[config.mk]
export PLATFORM = sky130hd
export DESIGN_NAME = msg_schedule
export DESIGN_NICKNAME = d
export VERILOG_FILES = /design/src/rtl/msg_schedule.sv
export SDC_FILE = /design/constraint.sdc
export NUM_CORES = 1
export LEC_CHECK = 0
export CAP_MARGIN = 20
export CORE_MARGIN = 5
export CORE_UTILIZATION = 24
export CTS_BUF_LIST = sky130_fd_sc_hd__clkbuf_4 sky130_fd_sc_hd__clkbuf_8
export DETAILED_ROUTE_END_ITERATION = 10
export SLEW_MARGIN = 40
export SYNTH_ARGS = -nofsm -noshare
export SYNTH_HDL_FRONTEND = slang
export SYNTH_SLANG_ARGS = --single-unit
[constraint.sdc]
create_clock -name clk -period 17.8 [get_ports clk]
set_input_delay 3.56 -clock clk [delete_from_list [all_inputs] [get_ports clk]]
set_output_delay 3.56 -clock clk [all_outputs]
set_load 0.03 [all_outputs]
[src/rtl/msg_schedule.sv]
`default_nettype none
// +----------------------------------------------------------------------------+
// | Module      : msg_schedule                                                 |
// | Description : SHA-256 message schedule. Loads one 512-bit padded block and |
// |               streams W[0..ROUNDS-1] with K[0..ROUNDS-1] over a            |
// |               valid/ready handshake, expanding through a 16-word window.   |
// | Revision    : 1.0 - initial release                                        |
// +----------------------------------------------------------------------------+
module msg_schedule #(
  parameter int ROUNDS = 64
) (
  input  logic         clk,
  input  logic         rst,
  input  logic         in_valid,
  output logic         in_ready,
  input  logic [511:0] in_block,
  output logic         out_valid,
  input  logic         out_ready,
  output logic [31:0]  out_Wi,
  output logic [31:0]  out_Ki,
  output logic [5:0]   out_round,
  output logic         out_last,
  output logic         done
);

  typedef enum logic [1:0] {
    ST_IDLE = 2'd0,
    ST_RUN  = 2'd1,
    ST_DONE = 2'd2
  } state_t;

  localparam logic [5:0] c_LAST_ROUND = 6'(ROUNDS - 1);

  localparam logic [31:0] c_K_TABLE [0:63] = '{
    32'h428a2f98, 32'h71374491, 32'hb5c0fbcf, 32'he9b5dba5,
    32'h3956c25b, 32'h59f111f1, 32'h923f82a4, 32'hab1c5ed5,
    32'hd807aa98, 32'h12835b01, 32'h243185be, 32'h550c7dc3,
    32'h72be5d74, 32'h80deb1fe, 32'h9bdc06a7, 32'hc19bf174,
    32'he49b69c1, 32'hefbe4786, 32'h0fc19dc6, 32'h240ca1cc,
    32'h2de92c6f, 32'h4a7484aa, 32'h5cb0a9dc, 32'h76f988da,
    32'h983e5152, 32'ha831c66d, 32'hb00327c8, 32'hbf597fc7,
    32'hc6e00bf3, 32'hd5a79147, 32'h06ca6351, 32'h14292967,
    32'h27b70a85, 32'h2e1b2138, 32'h4d2c6dfc, 32'h53380d13,
    32'h650a7354, 32'h766a0abb, 32'h81c2c92e, 32'h92722c85,
    32'ha2bfe8a1, 32'ha81a664b, 32'hc24b8b70, 32'hc76c51a3,
    32'hd192e819, 32'hd6990624, 32'hf40e3585, 32'h106aa070,
    32'h19a4c116, 32'h1e376c08, 32'h2748774c, 32'h34b0bcb5,
    32'h391c0cb3, 32'h4ed8aa4a, 32'h5b9cca4f, 32'h682e6ff3,
    32'h748f82ee, 32'h78a5636f, 32'h84c87814, 32'h8cc70208,
    32'h90befffa, 32'ha4506ceb, 32'hbef9a3f7, 32'hc67178f2
  };

  state_t      r_state;
  state_t      w_next_state;
  logic [31:0] r_w [0:15];
  logic [5:0]  r_round;
  logic [31:0] w_blk_word [0:15];
  logic [31:0] w_new_word;
  logic        w_load;
  logic        w_beat;
  logic        w_final_beat;

  function automatic logic [31:0] f_sig0(input logic [31:0] x);
    return {x[6:0], x[31:7]} ^ {x[17:0], x[31:18]} ^ (x >> 3);
  endfunction

  function automatic logic [31:0] f_sig1(input logic [31:0] x);
    return {x[16:0], x[31:17]} ^ {x[18:0], x[31:19]} ^ (x >> 10);
  endfunction

  // W0 sits in the most significant word of the block
  for (genvar gi = 0; gi < 16; gi++) begin : g_unpack
    assign w_blk_word[gi] = in_block[511 - 32*gi -: 32];
  end

  assign w_load       = (r_state == ST_IDLE) && in_valid;
  assign w_beat       = (r_state == ST_RUN) && out_ready;
  assign w_final_beat = w_beat && (r_round == c_LAST_ROUND);
  assign w_new_word   = f_sig1(r_w[14]) + r_w[9] + f_sig0(r_w[1]) + r_w[0];

  // State register
  always_ff @(posedge clk) begin
    if (rst) begin
      r_state <= ST_IDLE;
    end else begin
      r_state <= w_next_state;
    end
  end

  // Next-state and handshake outputs
  always_comb begin
    w_next_state = r_state;
    in_ready     = 1'b0;
    out_valid    = 1'b0;
    done         = 1'b0;
    case (r_state)
      ST_IDLE: begin
        in_ready = 1'b1;
        if (in_valid) w_next_state = ST_RUN;
      end
      ST_RUN: begin
        out_valid = 1'b1;
        if (w_final_beat) w_next_state = ST_DONE;
      end
      ST_DONE: begin
        done         = 1'b1;
        w_next_state = ST_IDLE;
      end
      default: w_next_state = ST_IDLE;
    endcase
  end

  // Window load on block accept; slide one word and expand on each accepted beat
  always_ff @(posedge clk) begin
    if (rst) begin
      for (int i = 0; i < 16; i++) r_w[i] <= '0;
      r_round <= '0;
    end else if (w_load) begin
      for (int i = 0; i < 16; i++) r_w[i] <= w_blk_word[i];
      r_round <= '0;
    end else if (w_beat) begin
      for (int i = 0; i < 15; i++) r_w[i] <= r_w[i+1];
      r_w[15] <= w_new_word;
      // Leaving RUN parks the counter at zero rather than counting past the end
      r_round <= w_final_beat ? 6'd0 : r_round + 6'd1;
    end
  end

  // Output words come straight from registers; K is a ROM read indexed by the round register
  assign out_Wi    = r_w[0];
  assign out_Ki    = (r_state == ST_RUN) ? c_K_TABLE[r_round] : 32'd0;
  assign out_round = r_round;
  assign out_last  = (r_state == ST_RUN) && (r_round == c_LAST_ROUND);

endmodule
`default_nettype wire

==> flow_metrics.py, run 1 <==
metrics = {
    "synth": {
        "synth-main-ff-cell": "edfxtp_1",
        "avgSynthCellArea_um2": 10.84,
        "synth_edf_count": 512,
        "seq_area_frac_synth_pct": 53.02,
        "syn-cell-area_um2": 29300,
        "yosysTopAreaCellShare_pct": 52.47,
        "ys_warn_count": 0,
        "syn-instance-count": 2704,
        "async_reset_ff_share_pct": 0,
        "synth_seq_cells": 520,
        "synth_cell_types": 72,
        "netlist_top_cells_area": "edfxtp_1 (52%), a22o_1 (9.6%), nand2_1 (5.7%)",
        "synth_fp_nets": 3331,
        "synth_area_leader_cell": "edfxtp_1",
    },
    "finish": {
        "drive_above_1_share_pct": 6.939,
        "syn2layout_area_growth_pct": 31.81,
        "finalNetCount": 3812,
    },
    "timing": {
        "finalCritPeriodShare_pct": 47.71,
        "skew_ns": 0.05436,
        "slew_headroom_pct": 40.06,
        "hold_violations": 0,
        "setup-violations-final": 0,
        "worst_slew_pin_slew_ns": 0.8992,
        "fin_tns_setup_ns": 0,
        "post-route-min-period_ns": 8.492,
        "maxSlewViolCount": 0,
        "rsz0062_at_grt": "no",
        "max_freq_ghz": 0.1178,
    },
    "power_and_ir_drop": {
        "p_clk_share_pct": 25.2,
        "switching_share_pct": 37.67,
        "finalPower_mw": 4.663,
        "p_switching_mw": 1.757,
        "p_leak_nw": 14.49,
        "power_density_nw_per_um2": 120.7,
        "p_seq_share_pct": 35.4,
        "combPwrFrac_pct": 39.3,
        "p_int_mw": 2.907,
        "ir_drop_mv": 0.07564,
    },
    "clock_tree": {
        "clockBufferDepth": 3,
        "cts_resized": 0,
        "path_clk_slew_ns": 0.06,
        "cts_tree": "done",
        "cts_sinks": 520,
        "cts_root_buffer": "clkbuf_8",
        "cts-htree-levels": 3,
        "post_cts_buffers": 0,
        "clkLatencyLatePin_ns": 0.73,
        "cts_hold_buf": 0,
        "cts_made_buffers": 92,
    },
    "route": {
        "num_vias": 24200,
        "wl_per_cell_um": 27.22,
        "avgViaCountPerCell": 4.925,
        "drc_errors": 0,
        "ant_nets": 0,
        "drt-initial-drc-count": 2556,
        "first_pass_iters": 5,
        "routed_wl_mm": 133.7,
    },
    "floorplan": {
        "start_util_pct": 24.10,
        "die_h_um": 359.4,
        "fp.coreArea_um2": 121600,
        "fp.dieW_um": 359.4,
        "ios": 590,
        "die_area_um2": 129200,
        "rows": 128,
    },
    "grt": {
        "met2_usage_pct": 30.13,
        "grt_pass1_wl_mm": 182.0,
        "grtUsageTotal_pct": 19.56,
        "grt_max_degree": 106,
        "gr-total-overflow": 0,
        "met1_usage_pct": 26.18,
        "grt_pass1_vias": 23750,
        "met3_usage_pct": 5.162,
        "antenna_found_initial": 45,
        "busiest_layer": "met2",
    },
    "placed_design": {
        "place.gp.congestion": 0.9503,
        "io_buffers": 589,
        "dp_hpwl_mm": 101.5,
    },
    "critical_path": {
        "critical_path_class": "register to output pin",
        "critPathBufInv": 3,
        "crit_arrival_ns": 4.93,
        "crit_end": "out_Ki[24]",
        "crit_chain": "buf_4 -> clkinv_1 -> ha_1 -> nand2b_1 -> nand3_1 -> a311oi_1 -> a211oi_1 -> clkdlybuf4s50_1",
        "critPathMaxStageDelay_ns": 0.87,
        "crit_path_top_delay_cell": "ha_1",
        "crit_family": "buffers and inverters",
        "cp.required_ns": 14.24,
        "cp-end-kind": "output pin",
        "crit_start": "out_round[0]",
        "crit_fanout": 28,
        "reg2reg_to": "r_w[3][125]",
        "critPathLaunchType": "register",
        "regToRegSetupSlack_ns": 12.79,
        "r2r-start": "r_w[0][36]",
        "cp.depth": 8,
        "r2r_cells": 16,
    },
    "run": {
        "maxCapViolations": 0,
    },
    "status": {
        "run_status": "finished, final reports clean",
    },
    "hold_path": {
        "min_path_type": "register to register",
    },
}
power groups by stage:
stage                     logic [mW]  registers [mW]  clock network (mW)
after floorplan                 1.24            1.62                   0
after global placement          1.78            1.67                   0
after detailed placement        1.79            1.68                   0
after CTS                       1.81            1.65                1.21
after global routing            2.01            1.66                1.27
final                           1.83            1.65                1.18
layout by cell type, fill, tap and decap left out, types with 42 or more instances in the layout:
master           Yosys  final
a21oi_1            264    264
a22o_1             320    320
clkbuf_4             0     42
clkbuf_8             0     93
clkdlybuf4s50_1      0    588
edfxtp_1           512    512
fa_1                62     62
ha_1                49     49
inv_1              156    155
nand2_1            448    447
nor2_1              95     92
o21ai_0             77     77
xnor2_1            118    118
Yosys cell counts, types with 3 or more instances:
master,instances
a21boi_0,8
nand2b_1,15
a21o_1,15
buf_4,32
dfxtp_1,8
a22o_1,320
xnor2_1,118
nor2b_1,12
ha_1,49
nor3b_1,4
a221oi_1,7
o211ai_1,8
nand3b_1,4
o311ai_0,7
o21a_1,8
buf_1,28
nand4_1,5
nand3_1,20
or2_2,3
and2_1,6
edfxtp_1,512
nand2_1,448
buf_2,14
xor2_1,19
o31ai_1,6
mux4_2,5
a32o_1,4
fa_1,62
a2111oi_0,8
o21ai_0,77
inv_1,156
o22ai_1,7
a211o_1,6
and3_1,13
or3_1,8
o21bai_1,5
a21oi_1,264
nor3_1,40
nor2_1,95
clkbuf_1,163
a211oi_1,38
a311oi_1,14
o221ai_1,4
nor4_1,4
a31oi_1,16
area by class of cell:
class / instances / area [um^2]
Multi-Input combinational cell: 1788 / 12180
Antenna cell: 31 / 77.57
Timing Repair Buffer: 626 / 6295
Clock buffer: 135 / 1595
Fill cell: 12390 / 82930
Sequential cell: 520 / 15540
Clock inverter: 31 / 306.5
Inverter: 157 / 591.8
Tap cell: 1625 / 2033
how the worst min path moves through the flow:
stage | start | endpoint | slack [ns] | depth (start not counted)
3_5_place_dp | r_w[1][110] | r_w[1][78] | 0.52 | 1
3_3_place_gp | r_w[0][117] | r_w[0][85] | 0.51 | 1
5_1_grt | r_w[2][68] | r_w[2][36] | 0.53 | 1
2_1_floorplan | r_w[1][4] | r_w[0][100] | 0.51 | 1
4_1_cts | r_w[2][68] | r_w[2][36] | 0.52 | 1
6_report | r_w[2][68] | r_w[2][36] | 0.52 | 1
metal layers:
metal	vias up	wire, um
met1	12000	56470
met3	198	11100
met4	16	5175
met5	-	113
met2	1073	60850
li1	10910	-
registers in the layout, summed over array words and instances (netlist names):
name,count
out_round,6
r_state,2
r_w,512
per-stage QoR:
step                      instances  worst slack (ns)  hold WS [ns]  utilization [%]  instance area, um^2
after detailed placement       4715             10.15        0.5169            30.11                36600
final                          4913             9.308        0.5191            31.77                38620
after CTS                      4881             9.343        0.5213            31.68                38510
after floorplan                2704             7.697        0.5122                -                29300
after global routing           4900             9.112        0.5309            31.75                38590
after global placement         4711             9.968        0.5124            30.01                36490
cells by family after synthesis:
family / count (synthesis) / synth area share, %
buffers and inverters: 396 / 5.594
and+or+nand+nor: 683 / 9.779
AOI/OAI and AO/OA: 850 / 20.73
muxes: 7 / 0.4527
adders and majority gates: 111 / 6.328
xor gates and xnor gates: 137 / 4.095
DFF: 520 / 53.02
(Power assumes the default switching activity.)
==> run 2: changes to the inputs <==
- clock period: 17.8 -> 8.35 ns (I/O delays scaled with it)
==> run 2 against run 1 <==
Clock skew is 0.029 ns higher. Register-to-register slack worse by 9.4 ns. Critical path depth stayed put. Power is 110% higher. Setup slack worse by 7.2 ns. Wire length is 0.92% lower. Hold slack worse by 0.017 ns. Sequential cell count stayed put. Final cell count is 0.12% lower. Global-route usage hardly changed. First-iteration DRC count is 4.5% higher. Highest routed layer unchanged.
==> flow_metrics.py, run 2 (synthesis gave the netlist of run 1 again) <==
metrics = {
    "status": {
        "run_status": "finished, final reports clean",
    },
    "floorplan": {
        "ios": 590,
        "die_area_um2": 129200,
        "rows": 128,
        "start_util_pct": 24.10,
        "die_h_um": 359.4,
        "fp.coreArea_um2": 121600,
        "fp.dieW_um": 359.4,
    },
    "timing": {
        "rsz0062_at_grt": "no",
        "skew_ns": 0.08361,
        "fin_tns_setup_ns": 0,
        "finalCritPeriodShare_pct": 75.20,
        "setup-violations-final": 0,
        "max_freq_ghz": 0.1593,
        "slew_headroom_pct": 38.89,
        "hold_violations": 0,
        "worst_slew_pin_slew_ns": 0.9166,
        "maxSlewViolCount": 0,
        "post-route-min-period_ns": 6.279,
    },
    "grt": {
        "gr-total-overflow": 0,
        "grt_pass1_vias": 23780,
        "grt_pass1_wl_mm": 181.2,
        "antenna_found_initial": 45,
        "grt_max_degree": 163,
        "grtUsageTotal_pct": 19.54,
    },
    "clock_tree": {
        "path_clk_slew_ns": 0.07,
        "cts_root_buffer": "clkbuf_8",
        "cts_resized": 0,
        "cts_hold_buf": 0,
        "cts_tree": "done",
        "clockBufferDepth": 3,
        "clkLatencyLatePin_ns": 0.73,
        "cts-htree-levels": 3,
        "post_cts_buffers": 0,
        "cts_made_buffers": 94,
        "cts_sinks": 520,
    },
    "critical_path": {
        "crit_path_top_delay_cell": "ha_1",
        "crit_path_frequent_cell": "a211oi_1",
        "crit_arrival_ns": 4.61,
        "cp-end-kind": "output pin",
        "critPathLaunchType": "register",
        "crit_fanout": 15,
        "critPathMaxStageDelay_ns": 0.73,
        "cp.required_ns": 6.68,
        "critical_path_class": "register to output pin",
        "r2r_cells": 16,
        "crit_chain": "clkinv_1 -> ha_1 -> nand2_1 -> and3_1 -> a2111oi_1 -> a211oi_1 -> a211oi_1 -> clkdlybuf4s50_1",
    },
    "hold_path": {
        "worstHoldPathCells": 1,
        "min_path_type": "register to register",
    },
    "route": {
        "routed_wl_mm": 132.5,
        "ant_nets": 0,
        "first_pass_iters": 5,
        "wl_per_cell_um": 27.00,
        "drc_errors": 0,
        "num_vias": 23960,
        "avgViaCountPerCell": 4.883,
        "drt-initial-drc-count": 2670,
    },
    "placed_design": {
        "io_buffers": 589,
        "dp_hpwl_mm": 101.0,
        "place.gp.congestion": 0.9271,
    },
    "finish": {
        "num-fill-cells": 12410,
        "largest_reg_flops": 512,
        "final_common_cell": "clkdlybuf4s50_1",
        "finalNetCount": 3814,
        "syn2layout_area_growth_pct": 31.93,
        "drive_above_1_share_pct": 6.888,
        "regMostFlops": "r_w",
        "final_cell_mix": "clkdlybuf4s50_1 (588), edfxtp_1 (512), nand2_1 (447)",
        "fin_util_pct": 31.80,
    },
    "power_and_ir_drop": {
        "ir_drop_mv": 0.1900,
        "power_density_nw_per_um2": 257.9,
        "p_leak_nw": 14.51,
    },
    "run": {
        "maxCapViolations": 0,
    },
}
run 2: changes by cell type in the layout (fill, tap and decap cells not counted), sizes merged:
cell,change
buf,-1
bufinv,+2
clkbuf,-15
clkinv,+10
clkinvlp,-1
diode,-1
run 2: final timing paths:
path / startpoint / to / slack, ns
setup / recovery: out_round[0] / out_Ki[6] / 2.07
hold reg to reg: r_w[2][86] / r_w[2][54] / 0.50
setup reg to reg: r_w[0][36] / r_w[3][125] / 3.38
hold / removal: r_w[2][86] / r_w[2][54] / 0.50
run 2: metal layers:
metal  GRT usage, %  share of wire (%)
met4          7.802                3.5
met3          6.633                8.9
met1          25.10                 42
met5              0              0.094
met2          30.28                 46
run 2: power by group:
part / leakage, nW / switching, mW / internal, mW / total (mW)
clock: 1.02 / 1.17 / 1.38 / 2.56
sequential: 5.64 / 0.257 / 3.25 / 3.51
combinational: 7.85 / 2.33 / 1.57 / 3.91
run 2: worst max-delay path, delay by kind of cell (launching register included):
| family | cells | cell delay [ns] |
|---|---|---|
| adder cells (fa/ha/maj) | 1 | 0.73 |
| AO/OA/AOI/OAI | 3 | 1.10 |
| AND/OR/NAND/NOR | 2 | 0.72 |
| buffers and inverters | 2 | 1.02 |
| flip-flops | 1 | 0.31 |
run 2: cell type report:
cell class                 count  area, um^2  share of cell area [%]
sequential                   520       15540                   40.20
clock buffer                 119        1506                   3.897
antenna                       30       75.07                  0.1942
tap                         1625        2033                   5.260
multi-input combinational   1788       12180                   31.51
timing repair buffer         626        6311                   16.33
inverter                     157       589.3                   1.525
clock inverter                42       419.2                   1.084
run 2: stage by stage:
step / power, mW / instances / worst slack, ns / hold WS, ns / instance area, um^2
after global placement: 7.374 / 4712 / 2.653 / 0.5133 / 36530
after floorplan: 6.080 / 2704 / 0.1367 / 0.5122 / 29300
after global routing: 10.57 / 4896 / 1.902 / 0.5273 / 38630
after detailed placement: 7.388 / 4716 / 2.795 / 0.5169 / 36650
after CTS: 10.02 / 4877 / 1.962 / 0.5008 / 38570
final: 9.970 / 4907 / 2.071 / 0.5026 / 38660
==> run 3: changes to the inputs <==
- clock period: 8.35 -> 6 ns (I/O delays scaled with it)
==> run 3 against run 2 <==
Sequential cell count stayed put. Setup slack got worse by 1.5 ns. Design area increased by 1.1%. Global-route usage rose by 0.60 points. Die area stayed put. Count of clock-buffer cells in the layout is 2 higher. Critical path depth is 3 higher. Critical endpoint is now out_Ki[23]. Wire length increased by 3.4%. Core utilization rose by 0.35 points. Clock skew decreased by 0.025 ns. Sequential power grew 38%.
==> flow_metrics.py, run 3 (synthesis gave the netlist of run 1 again) <==
metrics = {
    "floorplan": {
        "fp.coreArea_um2": 121600,
        "start_util_pct": 24.10,
        "ios": 590,
        "die_area_um2": 129200,
        "fp.dieW_um": 359.4,
        "die_h_um": 359.4,
        "rows": 128,
    },
    "timing": {
        "skew_ns": 0.05908,
        "max_freq_ghz": 0.1848,
        "finalCritPeriodShare_pct": 90.19,
        "setup-violations-final": 0,
        "fin_tns_setup_ns": 0,
        "maxSlewViolCount": 0,
        "worst_slew_pin_slew_ns": 0.8347,
        "post-route-min-period_ns": 5.411,
        "slew_headroom_pct": 44.36,
        "hold_violations": 0,
        "rsz0062_at_grt": "no",
    },
    "critical_path": {
        "cp-end-kind": "output pin",
        "crit_arrival_ns": 4.21,
        "r2r-start": "r_w[0][40]",
        "critical_path_class": "register to output pin",
        "r2r_cells": 16,
        "cp.required_ns": 4.80,
        "crit_start": "out_round[1]",
        "crit_end": "out_Ki[23]",
        "reg2reg_to": "r_w[3][125]",
        "crit_fanout": 13,
        "regToRegSetupSlack_ns": 1.36,
        "critPathLaunchType": "register",
    },
    "clock_tree": {
        "post_cts_buffers": 0,
        "cts_resized": 0,
        "clockBufferDepth": 3,
        "clkLatencyLatePin_ns": 0.77,
        "cts-htree-levels": 3,
        "path_clk_slew_ns": 0.06,
        "cts_root_buffer": "clkbuf_8",
        "cts_tree": "done",
        "cts_hold_buf": 0,
        "cts_sinks": 520,
        "cts_made_buffers": 93,
    },
    "route": {
        "ant_nets": 0,
        "first_pass_iters": 7,
        "drc_errors": 0,
        "drt-initial-drc-count": 2505,
        "num_vias": 24420,
        "routed_wl_mm": 137.0,
        "wl_per_cell_um": 27.62,
        "avgViaCountPerCell": 4.923,
    },
    "grt": {
        "antenna_found_initial": 45,
        "grt_max_degree": 135,
        "grtUsageTotal_pct": 20.14,
        "grt_pass1_vias": 23780,
        "grt_pass1_wl_mm": 185.6,
        "gr-total-overflow": 0,
    },
    "finish": {
        "num-fill-cells": 12390,
        "fin_util_pct": 32.15,
        "regMostFlops": "r_w",
        "syn2layout_area_growth_pct": 33.38,
        "largest_reg_flops": 512,
        "finalNetCount": 3855,
        "drive_above_1_share_pct": 8.172,
        "layout.cells.non_filler": 4959,
        "final_common_cell": "clkdlybuf4s50_1",
        "final_cell_mix": "clkdlybuf4s50_1 (582), edfxtp_1 (512), nand2_1 (447)",
    },
    "status": {
        "run_status": "finished, final reports clean",
    },
    "placed_design": {
        "dp.cells": 4758,
        "io_buffers": 589,
        "place.gp.congestion": 0.9284,
        "dp_hpwl_mm": 104.9,
    },
    "power_and_ir_drop": {
        "power_density_nw_per_um2": 362.5,
        "p_leak_nw": 14.74,
        "ir_drop_mv": 0.2219,
    },
    "run": {
        "maxCapViolations": 0,
    },
    "hold_path": {
        "min_path_type": "register to register",
        "worstHoldPathCells": 1,
    },
}
[run 3: layout make-up]
class	count	area (um^2)	share of cell area, %
Antenna cell	30	75.07	0.1921
Clock buffer	121	1496	3.829
Clock inverter	50	486.7	1.245
Inverter	157	589.3	1.508
Multi-Input combinational cell	1788	12180	31.16
Sequential cell	520	15540	39.77
Tap cell	1625	2033	5.202
Timing Repair Buffer	668	6679	17.09
[run 3: worst min path at each step]
stage / from / endpoint / slack, ns
final: r_w[2][79] / r_w[2][47] / 0.50
after global routing: r_w[2][16] / r_w[1][112] / 0.53
after CTS: r_w[2][79] / r_w[2][47] / 0.51
after detailed placement: r_w[1][120] / r_w[1][88] / 0.52
after global placement: r_w[1][95] / r_w[1][63] / 0.51
after floorplan: r_w[1][4] / r_w[0][100] / 0.51
[run 3: metal layers]
layer / GRT usage, % / vias up / part of all wire [%]
met1: 26.54 / 12110 / 42
li1: - / 11000 / -
met3: 6.016 / 192 / 9.0
met4: 5.649 / 26 / 2.8
met2: 32.19 / 1095 / 46
met5: 0 / - / 0.12
[run 3: per-stage QoR]
stage	cell area, um^2	setup WS, ns	hold slack [ns]	total power [mW]
final	39080	0.5885	0.5029	14.17
after global routing	39060	0.3681	0.5322	14.93
after CTS	39000	0.6185	0.5115	14.19
after detailed placement	37020	1.369	0.5169	10.48
after global placement	36990	1.348	0.5142	10.45
after floorplan	29310	0.9707	0.5122	8.434
[run 3: power breakdown]
group	switching, mW	internal [mW]	total [mW]
clock network	1.65	2.00	3.65
logic	3.42	2.24	5.66
registers	0.342	4.52	4.86
total	5.41	8.75	14.2
[run 3: worst max-delay path: stages, from the launching register on]
cell and delay [ns]:
dfxtp_1 0.61, inv_1 0.12, buf_4 0.19, ha_1 0.39, nand2b_1 0.30, o21ai_0 0.28
a21oi_1 0.15, nor2_1 0.11, a2111oi_0 0.08, buf_4 0.19, nor3_1 0.33, clkdlybuf4s50_1 0.74
